==> src/rtl/register_file.sv <==
// Integer register file for the RV32I core: NUM_REGISTER x DATA_WIDTH storage,
// two combinational read ports and one write port that updates on the rising clock edge.
// Register x0 always reads zero.
//
// Ports:
//   clk_i       rising-edge clock for the write port
//   rst_i       asynchronous active-high reset; clears every register
//   we_i        write enable for the rd port
//   rd_addr_i   destination register address
//   rd_i        write data
//   rs1_addr_i  read port 1 address
//   rs2_addr_i  read port 2 address
//   rs1_o       read port 1 data (combinational)
//   rs2_o       read port 2 data (combinational)
module register_file #(
    parameter  int unsigned DATA_WIDTH   = 32,
    parameter  int unsigned NUM_REGISTER = 32,
    localparam int unsigned AW           = $clog2(NUM_REGISTER)
) (
    input  logic                  clk_i,
    input  logic                  rst_i,
    input  logic                  we_i,
    input  logic [AW-1:0]         rd_addr_i,
    input  logic [DATA_WIDTH-1:0] rd_i,
    input  logic [AW-1:0]         rs1_addr_i,
    input  logic [AW-1:0]         rs2_addr_i,
    output logic [DATA_WIDTH-1:0] rs1_o,
    output logic [DATA_WIDTH-1:0] rs2_o
);

    logic [DATA_WIDTH-1:0] r_regs [NUM_REGISTER];
    logic                  w_wr_en;

    // Writes to x0 are dropped here, so entry 0 keeps its reset value of zero.
    assign w_wr_en = we_i && (rd_addr_i != '0);

    // Storage: async clear, single write per cycle.
    always_ff @(posedge clk_i or posedge rst_i) begin
        if (rst_i) begin
            for (int i = 0; i < int'(NUM_REGISTER); i++) begin
                r_regs[i] <= '0;
            end
        end else if (w_wr_en) begin
            r_regs[rd_addr_i] <= rd_i;
        end
    end

    // Read ports: no write-to-read forwarding; x0 forced to zero explicitly.
    always_comb begin
        rs1_o = '0;
        rs2_o = '0;
        if (rs1_addr_i != '0) begin
            rs1_o = r_regs[rs1_addr_i];
        end
        if (rs2_addr_i != '0) begin
            rs2_o = r_regs[rs2_addr_i];
        end
    end

endmodule

==> config.mk <==
export PLATFORM = sky130hd
export DESIGN_NAME = register_file
export DESIGN_NICKNAME = d
export VERILOG_FILES = /design/src/rtl/register_file.sv
export SDC_FILE = /design/constraint.sdc
export NUM_CORES = 2
export LEC_CHECK = 0
export CAP_MARGIN = 20
export CORE_MARGIN = 2
export CORE_UTILIZATION = 35
export DETAILED_ROUTE_END_ITERATION = 10
export RECOVER_POWER = 50
export SLEW_MARGIN = 20
export SYNTH_ARGS = -nofsm -noshare
export SYNTH_HDL_FRONTEND = slang
export SYNTH_SLANG_ARGS = --single-unit
==> constraint.sdc <==
create_clock -name clk_i -period 41.4 [get_ports clk_i]
set_input_delay 8.28 -clock clk_i [delete_from_list [all_inputs] [get_ports clk_i]]
set_output_delay 8.28 -clock clk_i [all_outputs]
set_load 0.01 [all_outputs]
Word-level counts from Yosys, hierarchy flattened --
Index checks and enable logic that the tools add are counted.
Storage, ports and cells: input port bits 50, bits in registers 1024, word-level logic and storage cells 55, output and inout bits 64
Operators by class: bitwise operators 3, reductions and logical operators 5, multiplexer cells 11, order comparisons 4
Operators with widths (count):
- 1024-bit bitwise mux | 1
- 32-bit binary-select mux with 5-bit select | 2
- 32-bit two-way mux | 7
- 32-bit demux with 5-bit select | 1
- 6-bit greater-or-equal comparator (second input constant) | 3
- 5-bit NOT with 6-bit output | 3
- 5-bit nonzero test | 3
- 6-bit by 1-bit less-than comparator with 1-bit output (second input constant) | 1
- 1-bit logical AND | 2

Depth between registers and ports, before layout --
depth after elaboration 6, mapped depth 7, gate-level depth less buffers 4

Least setup slack after synthesis --
No wires, ideal clock.
kind input to output, from input port rs1_addr_i[2], to output port rs1_o[0], slack 23.504 ns, cell stages on the path 6, data required time 33.120 ns, buffers on the path 4, arrival 9.616 ns, cell sequence buf_4 -> buf_4 -> buf_2 -> clkbuf_1 -> a211oi_1 -> a311oi_1
On the way: longest elaborated chain between the ends 5, elaborated cells on any way between the ends 6, classes of those cells 4 x mux; 1 x bitwise; 1 x reduce/logical
RTL lines:
- from (decl) | line 25 | input logic [AW-1:0] rs1_addr_i,
- 5-bit NOT with 6-bit output (not written as such) | line 53 | rs1_o = r_regs[rs1_addr_i];
- 32-bit binary-select mux with 5-bit select | line 53
- 32-bit two-way mux (not written as such) (2 in a row) | line 53
- 32-bit two-way mux (*) | line 52 | if (rs1_addr_i != '0) begin
- to (decl) | line 27 | output logic [DATA_WIDTH-1:0] rs1_o,
Mark *: on every way between the ends. The rest lies on a longest branch, timed or not. The select of a mux whose other input is x is not followed.

Worst setup path in the final report --
from input port rs2_addr_i[2], to output port rs2_o[28]
On the way: longest elaborated chain between the ends 5, elaborated cells on any way between the ends 6, classes of those cells 4 x mux; 1 x bitwise; 1 x reduce/logical
RTL lines:
- from (decl) | line 26 | input logic [AW-1:0] rs2_addr_i,
- 5-bit NOT with 6-bit output (not written as such) | line 56 | rs2_o = r_regs[rs2_addr_i];
- 32-bit binary-select mux with 5-bit select | line 56
- 32-bit two-way mux (not written as such) (2 in a row) | line 56
- 32-bit two-way mux (*) | line 55 | if (rs2_addr_i != '0) begin
- to (decl) | line 28 | output logic [DATA_WIDTH-1:0] rs2_o
Marks and branches as above.

==> results.yml <==
run_status:
  status: "finished, violations left"
  violations: "capacitance limit, slew limit"
setup_path:
  cp.arrival_ps: 13620
  reg2reg_to: "r_regs[188]"
  criticalPathCategory: "in -> out"
  crit_required_ps: 33120
  cp_max_fo: 76
  regToRegSetupSlack_ps: 40590
  reg2reg_from: "r_regs[188]"
  end_kind: "primary output"
  reg2regPathDepth: 1
  cp-start-kind: "primary input"
route:
  wl_per_cell_um: 31.9
  drt-total-wl_um: 180000
  ant_nets: 0
  drt_iter0_drc: 3541
  drc_errors: 0
  drtPass1Iterations: 7
  via_per_inst: 6.16
  vias: 34700
floorplan:
  ios: 114
  die-area_um2: 160000
  start_util_pct: 35.1
  die_y_um: 400
  coreArea_um2: 156000
  dieWidth_um: 400
  rows: 145
worst_hold_path:
  hold-path-cell-count: 0
  worstHoldStart: "r_regs[996]"
  worst_hold_path.endpoint: "r_regs[996]"
  min_path_type: "reg -> reg"
timing:
  rsz0062_at_grt: "false"
  max_freq_ghz: 0.0457
  fin_crit_ps: 21900
  tns_ps: 0
  finalClockSkew_ps: 0
  finalHoldViolCount: 0
  worst_slew_pin_slew_ps: 8590
  final.setup.worst_slack_ps: 19500
  slew_viol_final: 1029
  post-route-period-util_pct: 52.9
  setup_viol: 0
  whs_ps: 391
  max_slew_margin_pct: -473
synthesis:
  yosysMostFrequentCell: "dfrtp_1"
  synth.area.mux_share_pct: 42.5
  synth_fa_ha_area_share_pct: 0
  synth_fp_nets: 3664
  synth-edff-count: 0
  synth_area_leaders: "dfrtp_1, mux2_2, mux4_2"
  synth_compound_area_share_pct: 4.83
  syn_inst: 3614
  synth-seq-cells: 1024
  synth_warnings: 0
  ys_seq_area_share_pct: 46.8
  yosys.area_share.xor_xnor_pct: 0
  synth.cell_area_um2: 54800
  synthSimpleGateAreaFrac_pct: 1.65
  synthFlopType: "dfrtp_1"
  yosys.area.top_type: "dfrtp_1"
  ys_top_cells_by_count: "dfrtp_1, mux2_2, mux4_2, clkbuf_1, buf_2"
  synth.distinct_cells: 40
  netlist.area_leader.share_pct: 46.8
  syn_area_per_cell_um2: 15.2
  async_flop_share_pct: 100
  synth_top_family_by_area: "multiplexers"
place:
  hpwl_um: 101000
  post_dp_cell_area_um2: 57100
  io_buffer_count: 113
  gp_congestion: 0.802
  dpl_worst_slack_ps: 19420
  place_inst: 5439
pwr:
  vdd_drop_max_mv: 0.0341
  powerDensity_nw_per_um2: 48.4
  leakage_nw: 25.3
finish:
  nFillCells: 14600
  finish.net_count: 3540
  finalNonFillerCells: 5630
  drive_gt1_share_pct: 49.0
  areaGrowthSynthToFinish_pct: 10.2
  design_area_um2: 60300
  largest_reg_flops: 1024
  top_regs: "r_regs (1024)"
  top_register: "r_regs"
clocking:
  clockBufferDepth: 3
  cts_setup_buffers: 0
  clkTransAtPathRegs_ps: 60
  numCtsBuffers: 106
  cts_repair_resize_count: 0
  root_buffer: "clkbuf_16"
  cts_tree: "done"
  h-tree-depth: 3
  cts_hold_buf: 0
  clk_latency_ps: 710
  clock-sinks: 1024
global_route:
  grt_pass1_vias: 35300
  gr-usage-all-layers_pct: 22.5
  grt_max_degree: 165
  antenna_found_initial: 16
  overflow: 0
  grt_pass1_wl_um: 260000
run:
  maxCapViolCount: 31
==> logic make-up after synthesis <==
logic type             count (synthesis)
AO/OA/AOI/OAI                        366
buffers and inverters                426
flip-flops                          1024
multiplexers                        1632
AND/OR/NAND/NOR                      166
==> area by class of cell <==
| cell class | instances | area (µm²) | area share, % |
|---|---|---|---|
| multi-input combinational | 2164 | 26900 | 44.6 |
| sequential | 1024 | 25600 | 42.5 |
| clock buffer | 153 | 3120 | 5.17 |
| tap | 2058 | 2570 | 4.27 |
| timing repair buffer | 191 | 1660 | 2.74 |
| clock inverter | 34 | 453 | 0.751 |
| inverter | 3 | 17.5 | 0.0290 |
| antenna | 3 | 7.51 | 0.0124 |
==> routing by layer <==
layer | global-route usage, % | routed length [µm]
met3 | 6.13 | 16400
met1 | 32.0 | 78600
met4 | 6.55 | 5240
met5 | 0 | 118
met2 | 33.6 | 79400
==> placed cells by master (no fill, tap or decap), types with 4 or more instances in the layout <==
cell type	count
a211oi_1	64
a221oi_1	44
o2111ai_1	18
clkbuf_8	25
clkbuf_16	108
mux2_1	43
buf_4	62
mux2_2	1013
o21ai_1	103
buf_2	20
o21ai_0	7
buf_12	4
nand2_1	49
bufinv_16	10
buf_8	5
mux2i_1	128
clkdlybuf4s50_1	84
nor2_1	19
a22oi_1	64
nor3b_1	4
nand3b_1	4
clkinv_2	17
dfrtp_1	1024
mux4_2	448
a311oi_1	59
clkbuf_1	31
a311oi_2	5
nor2b_1	64
==> power by group <==
| group | internal, mW | switching [mW] |
|---|---|---|
| registers | 1.19 | 0.136 |
| clock network | 0.583 | 0.418 |
| logic | 0.353 | 0.239 |
| total | 2.13 | 0.792 |
==> worst max path at each step <==
stage	start	to	slack, ps
3_3_place_gp	rs2_addr_i[2]	rs2_o[28]	19420
2_1_floorplan	rst_i	r_regs[0]	4300
3_5_place_dp	rs2_addr_i[2]	rs2_o[28]	19420
6_report	rs2_addr_i[2]	rs2_o[28]	19500
4_1_cts	rs2_addr_i[2]	rs2_o[28]	19430
5_1_grt	rst_i	r_regs[903]	19330
==> worst max-delay path, cell delays in order <==
cell	delay, ps
buf_8	420
buf_4	670
buf_4	750
buf_4	740
buf_4	620
mux2i_1	170
a221oi_1	300
o21ai_1	120
a311oi_1	710
clkdlybuf4s50_1	680
==> through the flow <==
| step | power [mW] | util (%) |
|---|---|---|
| 2_1_floorplan | 1.76 | - |
| 4_1_cts | 2.94 | 38.9 |
| 6_report | 2.92 | 38.7 |
| 3_3_place_gp | 1.91 | 36.6 |
| 3_5_place_dp | 1.93 | 36.6 |
| 5_1_grt | 3.04 | 38.7 |
No activity file was read; power rests on OpenSTA's default activity.
